[config.mk]
export PLATFORM = sky130hd
export DESIGN_NAME = vrc_irq_timer_flat
export DESIGN_NICKNAME = d
export VERILOG_FILES = /design/src/rtl/vrc_irq_pkg.sv /design/src/rtl/vrc_irq_timer_if.sv /design/src/rtl/vrc_irq_chan.sv /design/src/rtl/vrc_irq_timer.sv /design/src/flat_wrapper.sv
export SDC_FILE = /design/constraint.sdc
export NUM_CORES = 1
export LEC_CHECK = 0
export CAP_MARGIN = 20
export CORE_ASPECT_RATIO = 1.5
export CORE_UTILIZATION = 60
export CTS_CLUSTER_DIAMETER = 50
export CTS_CLUSTER_SIZE = 28
export DETAILED_ROUTE_END_ITERATION = 7
export GPL_TIMING_DRIVEN = 0
export HOLD_SLACK_MARGIN = 0.1
export MAX_ROUTING_LAYER = met4
export PLACE_DENSITY = 0.88
export SYNTH_ARGS = -nofsm -noshare
export SYNTH_HDL_FRONTEND = slang
export SYNTH_SLANG_ARGS = --single-unit
[constraint.sdc]
create_clock -name cpu_m2 -period 4.9 [get_ports cpu_m2]
set_input_delay 0.49 -clock cpu_m2 [delete_from_list [all_inputs] [get_ports cpu_m2]]
set_output_delay 0.49 -clock cpu_m2 [all_outputs]
set_load 0.01 [all_outputs]
[src/rtl/vrc_irq_pkg.sv]
// Shared constants and sizing helpers for the multi-channel VRC IRQ timer.
package vrc_irq_pkg;

    localparam int CTRL_EN_ACK = 0;
    localparam int CTRL_EN     = 1;
    localparam int CTRL_MODE   = 2;

    localparam int PRE_PERIOD_DEF = 341;
    localparam int PRE_STEP_DEF   = 3;

    // Signed prescaler must hold PRE_PERIOD+PRE_STEP plus a sign bit.
    function automatic int pre_width(input int period, input int step);
        return $clog2(period + step + 1) + 1;
    endfunction

    function automatic int sel_width(input int channels);
        return (channels > 1) ? $clog2(channels) : 1;
    endfunction

endpackage

[src/rtl/vrc_irq_timer_if.sv]
// Mapper-side bus of the IRQ timer: register strobes in, IRQ and counter readback out.
interface vrc_irq_timer_if
    import vrc_irq_pkg::*;
#(
    parameter int CHANNELS = 1,
    parameter int CNT_W    = 8
) ();

    localparam int SEL_W = sel_width(CHANNELS);

    logic [7:0]          cpu_data;
    logic                cpu_rw;
    logic [SEL_W-1:0]    ch_sel;
    logic                ce_lat_lo;
    logic                ce_lat_hi;
    logic                ce_ctrl;
    logic                ce_ackn;
    logic [CHANNELS-1:0] irq_pend;
    logic                irq_n;
    logic [CNT_W-1:0]    cnt_dout;

    modport master (
        output cpu_data, cpu_rw, ch_sel, ce_lat_lo, ce_lat_hi, ce_ctrl, ce_ackn,
        input  irq_pend, irq_n, cnt_dout
    );

    modport slave (
        input  cpu_data, cpu_rw, ch_sel, ce_lat_lo, ce_lat_hi, ce_ctrl, ce_ackn,
        output irq_pend, irq_n, cnt_dout
    );

endinterface

[src/rtl/vrc_irq_chan.sv]
// One timer channel: latch, up-counter with overflow reload, and scanline prescaler.
module vrc_irq_chan
    import vrc_irq_pkg::*;
#(
    parameter int CNT_W      = 8,
    parameter int PRE_PERIOD = PRE_PERIOD_DEF,
    parameter int PRE_STEP   = PRE_STEP_DEF
) (
    input  logic             cpu_m2,
    input  logic             rst_n,
    input  logic             wr_lat_lo,
    input  logic             wr_lat_hi,
    input  logic             wr_ctrl,
    input  logic             wr_ackn,
    input  logic [7:0]       data,
    output logic [CNT_W-1:0] cnt,
    output logic             pend
);

    localparam int PRE_W = pre_width(PRE_PERIOD, PRE_STEP);
    localparam logic signed [PRE_W-1:0] PRE_RELOAD = PRE_W'(PRE_PERIOD);
    localparam logic signed [PRE_W-1:0] PRE_DEC    = PRE_W'(PRE_STEP);
    localparam logic signed [PRE_W-1:0] PRE_ZERO   = '0;
    localparam logic [CNT_W-1:0] LO_MASK = CNT_W'(16'h00FF);
    localparam logic [CNT_W-1:0] HI_MASK = CNT_W'(16'hFF00);

    logic [CNT_W-1:0]        latch_q, latch_d;
    logic [CNT_W-1:0]        cnt_q, cnt_d;
    logic signed [PRE_W-1:0] pre_q, pre_d;
    logic                    en_ack_q, en_ack_d;
    logic                    en_q, en_d;
    logic                    mode_q, mode_d;
    logic                    pend_q, pend_d;
    logic signed [PRE_W-1:0] pre_sub;
    logic                    tick;

    always_ff @(negedge cpu_m2 or negedge rst_n) begin
        if (!rst_n) begin
            latch_q  <= '0;
            cnt_q    <= '0;
            pre_q    <= PRE_RELOAD;
            en_ack_q <= 1'b0;
            en_q     <= 1'b0;
            mode_q   <= 1'b0;
            pend_q   <= 1'b0;
        end else begin
            // NOTE: non-blocking so every flop samples the pre-edge value of the others.
            latch_q  <= latch_d;
            cnt_q    <= cnt_d;
            pre_q    <= pre_d;
            en_ack_q <= en_ack_d;
            en_q     <= en_d;
            mode_q   <= mode_d;
            pend_q   <= pend_d;
        end
    end

    always_comb begin
        // NOTE: every output gets a hold default first so no path can infer a latch.
        latch_d  = latch_q;
        cnt_d    = cnt_q;
        pre_d    = pre_q;
        en_ack_d = en_ack_q;
        en_d     = en_q;
        mode_d   = mode_q;
        pend_d   = pend_q;
        tick     = 1'b0;
        pre_sub  = pre_q - PRE_DEC;

        if (en_q) begin
            if (mode_q) begin
                tick = 1'b1;
            end else if (pre_sub <= PRE_ZERO) begin
                pre_d = pre_sub + PRE_RELOAD;
                tick  = 1'b1;
            end else begin
                pre_d = pre_sub;
            end
        end

        // Ack is applied before the tick so a coinciding overflow re-sets pend.
        if (wr_ackn) begin
            pend_d = 1'b0;
            en_d   = en_ack_q;
        end

        // Overflow reload reads latch_q, so a same-edge latch write only affects later reloads.
        if (tick) begin
            if (&cnt_q) begin
                cnt_d  = latch_q;
                pend_d = 1'b1;
            end else begin
                cnt_d = cnt_q + 1'b1;
            end
        end

        // With CNT_W=8 the high mask is empty, so high-byte writes drop out.
        if (wr_lat_lo) latch_d = (latch_q & ~LO_MASK) | CNT_W'(data);
        if (wr_lat_hi) latch_d = (latch_q & ~HI_MASK) | CNT_W'({data, 8'h00});

        if (wr_ctrl) begin
            mode_d   = data[CTRL_MODE];
            en_d     = data[CTRL_EN];
            en_ack_d = data[CTRL_EN_ACK];
            pend_d   = 1'b0;
            cnt_d    = data[CTRL_EN] ? latch_q : cnt_q;
            pre_d    = data[CTRL_EN] ? PRE_RELOAD : pre_q;
        end
    end

    assign cnt  = cnt_q;
    assign pend = pend_q;

endmodule

[src/rtl/vrc_irq_timer.sv]
// Multi-channel VRC IRQ timer: per-channel write decode, IRQ OR-reduction, counter readback mux.
module vrc_irq_timer
    import vrc_irq_pkg::*;
#(
    parameter int CHANNELS   = 1,
    parameter int CNT_W      = 8,
    parameter int PRE_PERIOD = PRE_PERIOD_DEF,
    parameter int PRE_STEP   = PRE_STEP_DEF
) (
    input logic                cpu_m2,
    input logic                rst_n,
    vrc_irq_timer_if.slave     bus
);

    localparam int SEL_W = sel_width(CHANNELS);

    logic                wr_cycle;
    logic [CNT_W-1:0]    cnt [CHANNELS];
    logic [CHANNELS-1:0] pend;

    assign wr_cycle = !bus.cpu_rw;

    for (genvar i = 0; i < CHANNELS; i++) begin : g_chan
        logic hit;
        assign hit = wr_cycle && (bus.ch_sel == SEL_W'(i));

        vrc_irq_chan #(
            .CNT_W      (CNT_W),
            .PRE_PERIOD (PRE_PERIOD),
            .PRE_STEP   (PRE_STEP)
        ) u_chan (
            .cpu_m2    (cpu_m2),
            .rst_n     (rst_n),
            .wr_lat_lo (hit && bus.ce_lat_lo),
            .wr_lat_hi (hit && bus.ce_lat_hi),
            .wr_ctrl   (hit && bus.ce_ctrl),
            .wr_ackn   (hit && bus.ce_ackn),
            .data      (bus.cpu_data),
            .cnt       (cnt[i]),
            .pend      (pend[i])
        );
    end

    assign bus.irq_pend = pend;
    assign bus.irq_n    = !(|pend);

    // Out-of-range selects read back as zero.
    always_comb begin
        bus.cnt_dout = '0;
        for (int i = 0; i < CHANNELS; i++) begin
            if (bus.ch_sel == SEL_W'(i)) bus.cnt_dout = cnt[i];
        end
    end

endmodule

[src/flat_wrapper.sv]
// flat-port wrapper written by rule: the top's interface ports become plain ports
module vrc_irq_timer_flat import vrc_irq_pkg::*;
#(
    parameter int CHANNELS   = 1,
    parameter int CNT_W      = 8,
    parameter int PRE_PERIOD = PRE_PERIOD_DEF,
    parameter int PRE_STEP   = PRE_STEP_DEF
)
  (cpu_m2, rst_n, bus_cpu_data, bus_cpu_rw, bus_ch_sel, bus_ce_lat_lo, bus_ce_lat_hi, bus_ce_ctrl, bus_ce_ackn, bus_irq_pend, bus_irq_n, bus_cnt_dout);
  vrc_irq_timer_if #(.CHANNELS(CHANNELS), .CNT_W(CNT_W)) bus_i ();
  input logic cpu_m2;
  input logic rst_n;
  input wire logic [$bits(bus_i.cpu_data)-1:0] bus_cpu_data;
  input wire logic [$bits(bus_i.cpu_rw)-1:0] bus_cpu_rw;
  input wire logic [$bits(bus_i.ch_sel)-1:0] bus_ch_sel;
  input wire logic [$bits(bus_i.ce_lat_lo)-1:0] bus_ce_lat_lo;
  input wire logic [$bits(bus_i.ce_lat_hi)-1:0] bus_ce_lat_hi;
  input wire logic [$bits(bus_i.ce_ctrl)-1:0] bus_ce_ctrl;
  input wire logic [$bits(bus_i.ce_ackn)-1:0] bus_ce_ackn;
  output wire logic [$bits(bus_i.irq_pend)-1:0] bus_irq_pend;
  output wire logic [$bits(bus_i.irq_n)-1:0] bus_irq_n;
  output wire logic [$bits(bus_i.cnt_dout)-1:0] bus_cnt_dout;
  assign bus_i.cpu_data = bus_cpu_data;
  assign bus_i.cpu_rw = bus_cpu_rw;
  assign bus_i.ch_sel = bus_ch_sel;
  assign bus_i.ce_lat_lo = bus_ce_lat_lo;
  assign bus_i.ce_lat_hi = bus_ce_lat_hi;
  assign bus_i.ce_ctrl = bus_ce_ctrl;
  assign bus_i.ce_ackn = bus_ce_ackn;
  assign bus_irq_pend = bus_i.irq_pend;
  assign bus_irq_n = bus_i.irq_n;
  assign bus_cnt_dout = bus_i.cnt_dout;
  vrc_irq_timer #(.CHANNELS(CHANNELS), .CNT_W(CNT_W), .PRE_PERIOD(PRE_PERIOD), .PRE_STEP(PRE_STEP)) u_core (.cpu_m2(cpu_m2), .rst_n(rst_n), .bus(bus_i));
endmodule
After elaboration in Yosys (flattened, before gate mapping)

Index checks and enable logic that the tools add are counted.

Logic and storage cells: 48
Output and inout bits: 10
Bits in registers: 30

Reduce and logical (&&, ||, !) cells: 14
Equal/unequal tests: 2
Add/subtract/negate cells: 3
Magnitude comparators: 1
Multiplexer cells: 19
Bitwise operators: 2

Operators by type and width:

| kind                                                 | count |
|---|---|
| 2-to-1 mux 10 bit                                    | 5 |
| 2-to-1 mux 8 bit                                     | 5 |
| adder 10 bit, second input constant                  | 1 |
| <= comparator 10 x 1 -> 1 bit, second input constant | 1 |
| subtractor 10 x 3 -> 10 bit, second input constant   | 1 |
| 2-to-1 mux 1 bit                                     | 9 |
| adder 8 x 1 -> 8 bit, second input constant          | 1 |
| AND reduction 8 bit                                  | 1 |
| nonzero test 2 bit                                   | 3 |
| logical AND 1 bit                                    | 5 |
| != test 2 bit, second input constant                 | 2 |
| AND reduction 2 bit                                  | 2 |
| AND reduction 3 bit                                  | 1 |
| logical NOT 1 bit                                    | 2 |
| NOT 1 bit                                            | 2 |

Depth between registers and ports, before layout

Gate-level depths: netlist (run 1).

Depth in word-level cells: 7
Depth in mapped cells: 12

Modules after synthesis

From an unflattened synthesis (run 1), not the netlist that was laid out.

Cells, all modules: 246
Area, all modules: 2172.1 sq um

By module, submodules not included:

| module        | cells each | sequential area each (sq um) | instances | area an instance (sq um) |
|---|---|---|---|---|
| vrc_irq_chan  | 232        | 757.0                        | 1         | 2057.0 |
| vrc_irq_timer | 14         | 0.0                          | 1         | 115.1 |

==> results.txt, run 1 <==
----------------------------------------------------
[Power and ir drop]
  P_leak ... 0.001065 uW
  Total power per unit cell area ... 480.1 nW/um2
  Max rail drop VDD ... 0.4300 mV

[Layout]
  Share of post-route cells with drive strength above 1 ... 12.63%
  Number of nets in the finished design ... 304
  Area added between synthesis and finish ... 20.67%
  Number of cells in the finished layout apart from fillers ... 325
  Antenna fix cells ... 0

[Worst setup path]
  Critical Path RT ... 2570 ps
  Crit. End Element ... flop
  Crit path cell chain ... clkdlybuf4s50_1, nor2_1, nand2_1, nand2_1, nor2_2, nor2_1, a21oi_1, o22ai_1
  Library cell contributing the largest single delay on the critical path ... sky130_fd_sc_hd__clkdlybuf4s50_1
  Arrival time at the worst endpoint ... 2390 ps
  Largest fanout on the critical path ... 10
  Startpoint kind of the worst setup timing path ... input port
  Class of the most critical setup path ... input port to flop
  Biggest cell delay along the critical path ... 520 ps

[Drt]
  Final wirelength ... 5.468 mm
  Count of nets left with antenna violations after detail routing ... 0
  Violation count after the first detailed-routing iteration ... between 100 and 150
  Iteration count of the initial detailed-routing pass ... 4
  Total number of vias ... 2,058
  Per-cell routed wire length ... between 15 and 20 um
  Per-cell via count in the routed design ... 6.332
  # DRC ... 0

[Synth]
  Average cell area after synthesis ... 8.514 um2
  Distinct cell type count of the synthesized netlist ... 52
  Ys Warns ... 0
  Proportion of register bits with asynchronous set or reset after synthesis ... between 90% and 100%
  Seq/Total Area, Yosys ... 36.14%
  Cell count after synthesis ... 246
  Number of nets in the synthesized netlist ... 266
  Post-synthesis sequential element count ... 30
  Portion of synthesized cell area occupied by the leading cell type ... 29.87%
  Cell area after technology mapping ... 2095 um2
  Count of flip-flops with a built-in enable after synthesis ... 0
  Ranking of synthesized cells by area ... sky130_fd_sc_hd__dfrtn_1 30%, sky130_fd_sc_hd__dfstp_2 6.3%, sky130_fd_sc_hd__a21oi_1 5.5%
  Top_reg_cell synth ... sky130_fd_sc_hd__dfrtn_1
  Biggest area consumer among synthesized cells ... sky130_fd_sc_hd__dfrtn_1

[Global route]
  Global router's overall resource usage ... 34.51%
  Largest net degree at the start of global routing ... 20
  Global-route wire length before repair ... 9.280 mm
  Grt ovf ... 0
  Via count of the first global-routing pass ... 2,016
  Met3 routing resource usage after global routing ... 4.908%
  Met1 Track Usage GR ... about a third
  Met2 Track Usage GR ... 63.11%
  Most congested layer reported by global routing ... met2
  Number of antenna violations at the first check in global routing ... 0

[CTS]
  Clock network latency to the later pin of the worst-skew pair ... 360 ps
  Clock tree from TritonCTS ... built
  Clock Tree Buf Depth ... 2
  Total clock buffers created by CTS ... 5
  CTS hold repair buffers ... 0
  Number of levels the H-tree was split into ... 2
  TritonCTS sink count ... 30
  Clock-pin slew of the registers on the worst-case setup and hold paths ... approximately 50 ps
  Root buffer selected by CTS ... sky130_fd_sc_hd__clkbuf_8

[Worst hold path]
  Worst min-delay path category ... flop to flop

[STA]
  Setup skew after layout ... 71.77 ps
  Worst Hold Slack ... 438.2 ps
  Least-Margin Pin Slew ... 683.8 ps
  Final number of setup-violating endpoints ... 0
  Worst slew margin ... 54.09%
  Count of final hold-check violations ... 0
  Final slew viol count ... 0
  RSZ-0062 raised after global routing ... no

[Floorplanning]
  Num rows ... 25
  Die extent in x ... 50.24 um
  Number of top-level pins ... 26
  Vert. Die Dim ... 74.36 um
  Die Outline Area ... 3736 um2
  Initial cell density of the core ... 64.38%
  Area of the core region ... approximately 3300 um2

[Placed design]
  Total half-perimeter wirelength after legalization and detailed placement ... 4.074 mm
  Input/output buffers ... 25
  GPL Wtd Cong ... about 0.90
  Number of instances in the placed design ... between 300 and 400

[Flow run]
  Number of violations of the max-capacitance limit ... 0

[Status]
  Status ... complete, no violations

----------------------------------------------------
routing by layer:
metal	share of wire [%]	vias to the layer above
li1	-	960
met2	56	83
met4	3.5	0
met1	37	993
met3	4.3	22
met5	0	-
cell usage in the layout, fill, tap and decap left out, types with 8 or more instances in the layout:
cell / n
sky130_fd_sc_hd__o21ai_0: 12
sky130_fd_sc_hd__mux2_2: 8
sky130_fd_sc_hd__nand2_1: 24
sky130_fd_sc_hd__inv_1: 16
sky130_fd_sc_hd__nor2b_1: 10
sky130_fd_sc_hd__clkbuf_1: 9
sky130_fd_sc_hd__a21oi_1: 23
sky130_fd_sc_hd__clkdlybuf4s50_1: 25
sky130_fd_sc_hd__nor2_1: 21
sky130_fd_sc_hd__xnor2_1: 8
sky130_fd_sc_hd__nand3_1: 11
sky130_fd_sc_hd__dfrtn_1: 25
metrics by stage:
stage	TNS [ps]	setup WS, ps	power (uW)	utilization [%]	cell area (um2)
2_1_floorplan	0	566.4	824.6	-	2095
3_3_place_gp	-2518	-234.9	970.6	73.62	2395
3_5_place_dp	-3023	-285.5	992.6	74.46	2422
4_1_cts	0	17.14	1199	77.38	2517
5_1_grt	0	4.501	1289	77.69	2527
6_report	0	186.4	1213	77.69	2527
path summary, 6_finish.rpt:
path                                                     from                                to  slack, ps  depth (start not counted)
setup / recovery                                   bus_cpu_rw  u_core.g_chan[0].u_chan.pre_q[3]        190                          8
hold / removal             u_core.g_chan[0].u_chan.latch_q[6]    u_core.g_chan[0].u_chan.cnt[6]        440                          2
setup reg to reg             u_core.g_chan[0].u_chan.pre_q[2]    u_core.g_chan[0].u_chan.cnt[2]       1650                         11
hold reg to reg            u_core.g_chan[0].u_chan.latch_q[6]    u_core.g_chan[0].u_chan.cnt[6]        440                          2
max in group asynchronous                               rst_n  u_core.g_chan[0].u_chan.pre_q[8]       1290                          2
min in group asynchronous                               rst_n    u_core.g_chan[0].u_chan.cnt[4]       2940                          1
flip-flops by register name (all words and copies together) (netlist names):
signal                         count
u_core.g_chan.u_chan.pre_q        10
u_core.g_chan.u_chan.cnt           8
u_core.g_chan.u_chan.latch_q       8
u_core.g_chan.u_chan.en_ack_q      1
u_core.g_chan.u_chan.en_q          1
u_core.g_chan.u_chan.mode_q        1
u_core.g_chan.u_chan.pend          1
synthesized netlist by cell type (2+ instances only):
cell type / number
sky130_fd_sc_hd__a21oi_1: 23
sky130_fd_sc_hd__a22o_1: 2
sky130_fd_sc_hd__a31oi_1: 3
sky130_fd_sc_hd__and2_1: 2
sky130_fd_sc_hd__and3_1: 3
sky130_fd_sc_hd__buf_2: 3
sky130_fd_sc_hd__buf_6: 2
sky130_fd_sc_hd__clkbuf_1: 7
sky130_fd_sc_hd__dfrtn_1: 25
sky130_fd_sc_hd__dfstp_2: 5
sky130_fd_sc_hd__ha_1: 4
sky130_fd_sc_hd__inv_1: 12
sky130_fd_sc_hd__mux2_2: 8
sky130_fd_sc_hd__mux2i_1: 2
sky130_fd_sc_hd__nand2_1: 24
sky130_fd_sc_hd__nand2b_1: 3
sky130_fd_sc_hd__nand3_1: 11
sky130_fd_sc_hd__nor2_1: 22
sky130_fd_sc_hd__nor2b_1: 10
sky130_fd_sc_hd__nor3_1: 4
sky130_fd_sc_hd__nor4_1: 4
sky130_fd_sc_hd__o211a_1: 2
sky130_fd_sc_hd__o211ai_1: 4
sky130_fd_sc_hd__o21ai_0: 12
sky130_fd_sc_hd__o21ai_1: 4
sky130_fd_sc_hd__o22a_1: 4
sky130_fd_sc_hd__o22ai_1: 3
sky130_fd_sc_hd__o31ai_1: 3
sky130_fd_sc_hd__or3_1: 2
sky130_fd_sc_hd__xnor2_1: 8
sky130_fd_sc_hd__xor2_1: 4
area by class of cell:
cell class / count / area, um2
multi-input combinational: 192 / 1231
sequential: 30 / 757.0
fill: 234 / 725.7
timing repair buffer: 27 / 285.3
clock buffer: 7 / 76.32
buffer: 12 / 63.81
tap: 40 / 50.05
inverter: 11 / 41.29
clock inverter: 6 / 22.52
worst max-delay path, delay by kind of cell:
kind	cells	cell delay, ps
simple gates	5	1080
compound gates	2	280
buf+inv	1	520
cell families (layout without fill, tap and decap cells):
logic type | count (synthesis) | in the layout | synth area share, %
AO/OA/AOI/OAI | 71 | 71 | 22.10
XOR/XNOR | 12 | 12 | 5.018
adder cells (fa/ha/maj) | 4 | 4 | 2.390
buffers and inverters | 24 | 63 | 5.197
flip-flops | 30 | 30 | 36.14
multiplexers | 10 | 10 | 5.257
AND/OR/NAND/NOR | 95 | 95 | 23.90
where the power goes:
group | leakage, uW | total (uW) | internal (uW) | switching, uW
Clock | 0.0000665 | 211 | 104 | 107
Combinational | 0.000643 | 585 | 255 | 330
Sequential | 0.000356 | 417 | 340 | 76.5
what timing repair did:
action | CTS | global route
setup endpoints to repair | 0 | 6
buffers inserted | 0 | 0
resized for setup | 0 | 1
No activity file was read; power rests on OpenSTA's default activity.
==> run 2: changes to the inputs <==
Settings changed: CAP_MARGIN 20 to unset.
==> run 2 against run 1 <==
Against the previous run:
- clock skew is 17 ps lower
- combinational power about the same
- wire length shrank 1.7%
- largest cell class unchanged
- count of clock-buffer cells in the layout is 1 lower
- core utilization is 0.23 points higher
- die area is the same
- highest routed layer unchanged
- clock power grew 30%
- cell count decreased by 0.62%
- design area increased by 0.30%
- hold slack worse by 3.1 ps
- critical path depth shrank 1
==> results.txt, run 2 (same netlist as run 1, synthesis figures left out) <==
----------------------------------------------------
[Drt]
  Per-cell via count in the routed design ... 6.108 (-3.5%)
  # DRC ... 0 (unchanged)
  Final wirelength ... 5.373 mm (-1.7%)
  Routed length on met3 ... 181 um (-23%)
  Met2 wire length ... 2.995 mm (-1.3%)
  Per-cell routed wire length ... 16.63 um (-1.1%)
  Iteration count of the initial detailed-routing pass ... 4 (unchanged)
  Highest metal layer with signal wires ... met4
  Wl on met1 ... 2.007 mm (about the same)
  Count of nets left with antenna violations after detail routing ... 0 (unchanged)
  Violation count after the first detailed-routing iteration ... 113 (+7.6%)
  Total number of vias ... 1,973 (-4.1%)

[CTS]
  Root buffer selected by CTS ... sky130_fd_sc_hd__clkbuf_8
  Clock network latency to the later pin of the worst-skew pair ... 340 ps (-20 ps)
  Post-CTS Setup Bufs ... 0 (unchanged)
  Number of levels the H-tree was split into ... 2 (unchanged)
  Clock-pin slew of the registers on the worst-case setup and hold paths ... 50 ps (about the same)
  TritonCTS sink count ... 30 (unchanged)
  Clock tree from TritonCTS ... built
  Clock Tree Buf Depth ... 2 (unchanged)
  Total clock buffers created by CTS ... 5 (unchanged)

[Worst setup path]
  Class of the most critical setup path ... input port to flop
  Critical Path RT ... 2580 ps (about the same)
  Startpoint kind of the worst setup timing path ... input port
  Largest fanout on the critical path ... 10 (unchanged)
  Crit. End Element ... flop
  Arrival time at the worst endpoint ... 2390 ps (about the same)

[Flow run]
  Number of violations of the max-capacitance limit ... 0 (unchanged)

[STA]
  Setup skew after layout ... 54.82 ps (-16.94 ps)
  Count of final hold-check violations ... 0 (unchanged)
  Final Worst Setup Slack ... 190.6 ps (+4.174 ps)
  Least-Margin Pin Slew ... 736.1 ps (+52.31 ps)
  RSZ-0062 raised after global routing ... no
  Final slew viol count ... 0 (unchanged)
  Worst slew margin ... 50.58% (-3.5 points)
  Final number of setup-violating endpoints ... 0 (unchanged)

[Floorplanning]
  Die extent in x ... 50.24 um (unchanged)
  Initial cell density of the core ... 64.38% (unchanged)
  Num rows ... 25 (unchanged)
  Die Outline Area ... 3736 um2 (unchanged)
  Number of top-level pins ... 26 (unchanged)
  Vert. Die Dim ... 74.36 um (unchanged)
  Area of the core region ... 3253 um2 (unchanged)

[Global route]
  Global-route wire length before repair ... 8.990 mm (-3.1%)
  Largest net degree at the start of global routing ... 31 (+55%)
  Global router's overall resource usage ... 33.48% (-1.0 points)
  Via count of the first global-routing pass ... 1,990 (-1.3%)
  Grt ovf ... 0 (unchanged)
  Number of antenna violations at the first check in global routing ... 0 (unchanged)

[Layout]
  Register name with the most flops ... u_core.g_chan.u_chan.pre_q
  Commonest cells after routing, fill and taps aside ... 25 x sky130_fd_sc_hd__dfrtn_1, 24 x sky130_fd_sc_hd__nand2_1, 24 x sky130_fd_sc_hd__clkdlybuf4s50_1
  Number of cells in the finished layout apart from fillers ... 323 (-0.62%)
  Area occupied by multi-input gates ... 1242 um2 (+0.91%)
  Flip-flop count of the largest register, all copies and words added ... 10 (unchanged)
  Leading cell type in the layout, fill and taps excluded ... sky130_fd_sc_hd__dfrtn_1
  Sequential Area ... 757.0 um2 (unchanged)
  Filler cell count in the final layout ... 241 (+3.0%)
  Number of nets in the finished design ... 302 (-0.66%)
  Antenna fix cells ... 0 (unchanged)
  Share of post-route cells with drive strength above 1 ... 13.43% (+0.80 points)
  Area added between synthesis and finish ... 21.03%
  Post-route cell area ... 2535 um2 (+0.30%)

[Placed design]
  Total half-perimeter wirelength after legalization and detailed placement ... 4.033 mm (-1.0%)
  GPL Wtd Cong ... 0.8969 (unchanged)
  Number of instances in the placed design ... 311 (-0.32%)
  Dpl cell area ... 2395 um2 (-1.1%)
  Placement Setup Slack ... -291.0 ps (-5.483 ps)
  Input/output buffers ... 25 (unchanged)

[Power and ir drop]
  P_leak ... 0.001073 uW (+0.69%)
  Max rail drop VDD ... 0.3214 mV (-25%)
  Total power per unit cell area ... 502.0 nW/um2 (+4.6%)

[Status]
  Status ... complete, no violations

[Worst hold path]
  Worst min-delay path category ... flop to flop

----------------------------------------------------
[run 2: layout make-up]
type                            instances  area share (%)
Timing Repair Buffer                   25           9.674
Inverter                               11           1.629
Clock inverter                          7           2.073
Clock buffer                            6           3.258
Multi-Input combinational cell        192           49.01
Sequential cell                        30           29.86
Tap cell                               40           1.974
Buffer                                 12           2.517
[run 2: path summary, 6_finish.rpt]
path	startpoint	endpoint	slack, ps	depth (start not counted)
worst max-delay path	bus_cpu_rw	u_core.g_chan[0].u_chan.cnt[7]	190	7
worst min-delay path	u_core.g_chan[0].u_chan.latch_q[6]	u_core.g_chan[0].u_chan.cnt[6]	440	2
worst max register to register	u_core.g_chan[0].u_chan.pre_q[2]	u_core.g_chan[0].u_chan.cnt[2]	1620	11
worst min register to register	u_core.g_chan[0].u_chan.latch_q[6]	u_core.g_chan[0].u_chan.cnt[6]	440	2
max in group asynchronous	rst_n	u_core.g_chan[0].u_chan.pre_q[4]	1840	1
min in group asynchronous	rst_n	u_core.g_chan[0].u_chan.latch_q[4]	2580	1
[run 2: per-layer routing]
metal | track usage, % | vias up
met1 | 33.64 | 930
met2 | 61.63 | 66
met3 | 4.294 | 22
li1 | - | 955
met5 | - | -
met4 | 18.10 | 0
[run 2: through the flow]
| step | total power [uW] | hold WS (ps) | TNS (ps) | utilization [%] |
|---|---|---|---|---|
| final | 1273 | 435.1 | 0 | 77.92 |
| after detailed placement | 990.3 | 445.3 | -2928 | 73.62 |
| after CTS | 1265 | 441.7 | 0 | 77.65 |
| after global placement | 970.6 | 442.1 | -2518 | 73.62 |
| after global routing | 1355 | 449.9 | 0 | 77.92 |
| after floorplan | 824.6 | 403.9 | 0 | - |
[run 2: repair_timing]
item / CTS / global route
setup endpoints to repair: 0 / 12
hold buffers: 0 / 0
resized for setup: 0 / 3
[run 2: critical path, stage by stage]
cell and delay (ps):
sky130_fd_sc_hd__clkdlybuf4s50_1 530, sky130_fd_sc_hd__nor2_1 110, sky130_fd_sc_hd__a21oi_1 460, sky130_fd_sc_hd__clkbuf_1 390, sky130_fd_sc_hd__nand2_1 120, sky130_fd_sc_hd__a21oi_1 220, sky130_fd_sc_hd__a21oi_1 70
[run 2: report_power, final]
part	leakage, uW	internal [uW]	switching, uW	total (uW)
clock	0.0000855	169	105	274
sequential	0.000356	340	76.3	417
combinational	0.000631	253	329	582
total	0.00107	762	510	1270
==> run 3: changes to the inputs <==
Settings changed: CORE_UTILIZATION 60 to 37, PLACE_DENSITY 0.88 to 0.68.
==> run 3 against run 2 <==
Against the previous run:
- design area about the same
- sequential share of layout area about the same
- hold slack better by 14 ps
- combinational power decreased by 1%
- critical endpoint is now u_core.g_chan[0].u_chan.pre_q[3]
- sequential cell count is the same
- global-route usage fell by 13 points
- via count shrank 1.4%
- non-clock buffer count unchanged
- register-to-register slack improved by 90 ps
- clock skew decreased by 3.7 ps
- clock power shrank 26%
==> results.txt, run 3 (same netlist as run 1, synthesis figures left out) <==
----------------------------------------------------
[Status]
  Status ... complete, no violations

[Power and ir drop]
  Proportion of power drawn by the clock network ... 17.1% (-4.4 points)
  P_leak ... 0.001053 uW (-1.8%)
  Sequential Power Share ... 34.6% (+1.9 points)
  Total power per unit cell area ... 469.8 nW/um2 (-6.4%)
  Proportion of total power due to net switching ... 41.43% (+1.3 points)
  Max rail drop VDD ... 0.2683 mV (-17%)
  Internal portion of total power ... 697.2 uW (-8.5%)
  Power share of the combinational group ... 48.3% (+2.6 points)
  Net switching power of the design ... 493.2 uW (-3.4%)

[Layout]
  Filler cell count in the final layout ... 561 (+130%)
  Area occupied by multi-input gates ... 1240 um2 (-0.20%)
  Post-route cell area ... 2534 um2 (about the same)
  Area added between synthesis and finish ... 20.97% (about the same)
  Final core occ ... 46.49% (-31 points)
  Register name with the most flops ... u_core.g_chan.u_chan.pre_q
  Commonest cells after routing, fill and taps aside ... 25 x sky130_fd_sc_hd__dfrtn_1, 24 x sky130_fd_sc_hd__nand2_1, 24 x sky130_fd_sc_hd__clkdlybuf4s50_1
  Flip-flop count of the largest register, all copies and words added ... 10 (unchanged)
  Antenna fix cells ... 0 (unchanged)
  Leading cell type in the layout, fill and taps excluded ... sky130_fd_sc_hd__dfrtn_1
  Sequential Area ... 757.0 um2 (unchanged)
  Share of post-route cells with drive strength above 1 ... 12.37% (-1.1 points)
  Number of nets in the finished design ... 302 (unchanged)

[Placed design]
  Dpl cell area ... 2432 um2 (+1.6%)
  Total half-perimeter wirelength after legalization and detailed placement ... 4.073 mm (+0.99%)
  Placement Setup Slack ... -296.9 ps (-5.906 ps)
  GPL Wtd Cong ... 0.9383 (+4.6%)
  Input/output buffers ... 25 (unchanged)

[Worst setup path]
  Critical path endpoint ... u_core.g_chan[0].u_chan.pre_q[3]
  Library cell contributing the largest single delay on the critical path ... sky130_fd_sc_hd__clkdlybuf4s50_1
  Arrival time at the worst endpoint ... 2370 ps (-20 ps)
  Critical Path RT ... 2570 ps (about the same)
  Worst path top cell family by delay ... simple AND/OR/NAND/NOR gates
  Buf/Inv on CP ... 1 (-1)
  Crit Reg-Reg Endpoint ... u_core.g_chan[0].u_chan.cnt[4]
  Crit path cell chain ... clkdlybuf4s50_1, nor2_1, nand2_1, nand2_1, nor2_2, nor2_1, a21oi_1, o22ai_1
  Class of the most critical setup path ... input port to flop
  Register-to-register setup slack ... 1710 ps (+90 ps)
  Source of the critical timing path ... bus_cpu_rw
  Biggest cell delay along the critical path ... 560 ps (+30 ps)
  Startpoint of the most critical register-to-register path ... u_core.g_chan[0].u_chan.pre_q[2]
  Worst Reg2Reg Path Length in Cells ... 11 (unchanged)
  Startpoint kind of the worst setup timing path ... input port
  Largest fanout on the critical path ... 10 (unchanged)
  Crit. End Element ... flop
  Cell count along the critical path ... 8 (+1)

[Global route]
  Number of antenna violations at the first check in global routing ... 0 (unchanged)
  Global router's overall resource usage ... 20.10% (-13 points)
  Grt ovf ... 0 (unchanged)
  Largest net degree at the start of global routing ... 31 (unchanged)
  Global-route wire length before repair ... 9.114 mm (+1.4%)
  Via count of the first global-routing pass ... 1,937 (-2.7%)

[STA]
  Count of final hold-check violations ... 0 (unchanged)
  Setup skew after layout ... 51.10 ps (-3.722 ps)
  Worst slew margin ... 54.19% (+3.6 points)
  Final number of setup-violating endpoints ... 0 (unchanged)
  Worst Hold Slack ... 448.8 ps (+13.76 ps)
  Least-Margin Pin Slew ... 684.2 ps (-51.84 ps)
  Final slew viol count ... 0 (unchanged)
  Final Worst Setup Slack ... 202.1 ps (+11.57 ps)

[Drt]
  Final wirelength ... 5.373 mm (unchanged)
  Violation count after the first detailed-routing iteration ... 90 (-20%)
  Per-cell via count in the routed design ... 5.513 (-9.8%)
  Total number of vias ... 1,946 (-1.4%)
  # DRC ... 0 (unchanged)
  Count of nets left with antenna violations after detail routing ... 0 (unchanged)
  Per-cell routed wire length ... 15.22 um (-8.5%)
  Iteration count of the initial detailed-routing pass ... 4 (unchanged)

[CTS]
  Clock tree from TritonCTS ... built
  Number of levels the H-tree was split into ... 2 (unchanged)
  Clock network latency to the later pin of the worst-skew pair ... 330 ps (about the same)
  Post-CTS Setup Bufs ... 0 (unchanged)
  Total clock buffers created by CTS ... 5 (unchanged)
  Clock-pin slew of the registers on the worst-case setup and hold paths ... 50 ps (about the same)
  Clock Tree Buf Depth ... 2 (unchanged)
  Root buffer selected by CTS ... sky130_fd_sc_hd__clkbuf_8
  TritonCTS sink count ... 30 (unchanged)

[Floorplanning]
  Num rows ... 33 (+32%)
  Vert. Die Dim ... 94.15 um (+27%)
  Initial cell density of the core ... 38.43% (-26 points)
  Die Outline Area ... 5972 um2 (+60%)
  Area of the core region ... 5450 um2 (+68%)
  Die extent in x ... 63.43 um (+26%)
  Number of top-level pins ... 26 (unchanged)

[Flow run]
  Number of violations of the max-capacitance limit ... 0 (unchanged)

[Worst hold path]
  Worst Hold Depth ... 1 (-1)
  Worst min-delay path category ... flop to flop

----------------------------------------------------
[run 3: changes by cell type in the layout (fill, tap and decap cells not counted), sizes merged]
cell	change
clkbuf	+1
bufinv	-1
[run 3: metrics by stage]
step,power (uW),TNS (ps),cells
floorplan,824.6,0,246
global placement,982.3,-3226,341
detailed placement,988.3,-3491,341
CTS,1192,0,353
global route,1284,-11.68,353
finish,1190,0,353
[run 3: power groups by stage]
stage | combinational, uW | sequential [uW] | clock [uW]
CTS | 572 | 410 | 210
global route | 639 | 423 | 223
detailed placement | 567 | 413 | 7.61
finish | 575 | 412 | 203
global placement | 563 | 412 | 7.61
floorplan | 427 | 390 | 7.61
[run 3: metal layers]
metal	track usage, %	wire length (um)	up-vias
met1	21.13	2083	915
met2	34.66	2836	55
li1	-	-	955
met5	-	0	-
met4	14.20	284	0
met3	2.306	168	21
[run 3: layout make-up]
class	count	share of cell area [%]
Multi-Input combinational cell	192	48.94
Sequential cell	30	29.88
Timing Repair Buffer	25	9.679
Tap cell	70	3.457
Clock buffer	7	3.012
Buffer	12	2.519
Inverter	11	1.630
Clock inverter	6	0.8889
[run 3: worst min path at each step]
stage                                                   from                                  to
after floorplan           u_core.g_chan[0].u_chan.latch_q[6]      u_core.g_chan[0].u_chan.cnt[6]
after global placement      u_core.g_chan[0].u_chan.pre_q[9]    u_core.g_chan[0].u_chan.pre_q[9]
after detailed placement  u_core.g_chan[0].u_chan.latch_q[3]  u_core.g_chan[0].u_chan.latch_q[3]
after CTS                 u_core.g_chan[0].u_chan.latch_q[3]  u_core.g_chan[0].u_chan.latch_q[3]
after global routing        u_core.g_chan[0].u_chan.en_ack_q    u_core.g_chan[0].u_chan.en_ack_q
final                     u_core.g_chan[0].u_chan.latch_q[3]  u_core.g_chan[0].u_chan.latch_q[3]
[run 3: repair_timing]
action	4_1_cts	5_1_grt
gates resized for setup	0	2
hold endpoints to repair	0	0
setup endpoints to repair	0	12
hold buffers	0	0
[run 3: worst reg2reg max path: stages (launching register included)]
cell,delay [ps]
sky130_fd_sc_hd__dfstp_2,540
sky130_fd_sc_hd__clkbuf_1,360
sky130_fd_sc_hd__inv_1,150
sky130_fd_sc_hd__ha_1,250
sky130_fd_sc_hd__and2_1,160
sky130_fd_sc_hd__buf_2,190
sky130_fd_sc_hd__o31ai_1,290
sky130_fd_sc_hd__o2111ai_2,250
sky130_fd_sc_hd__and2_4,280
sky130_fd_sc_hd__a21oi_2,210
sky130_fd_sc_hd__nand2_1,80
sky130_fd_sc_hd__a32o_1,250
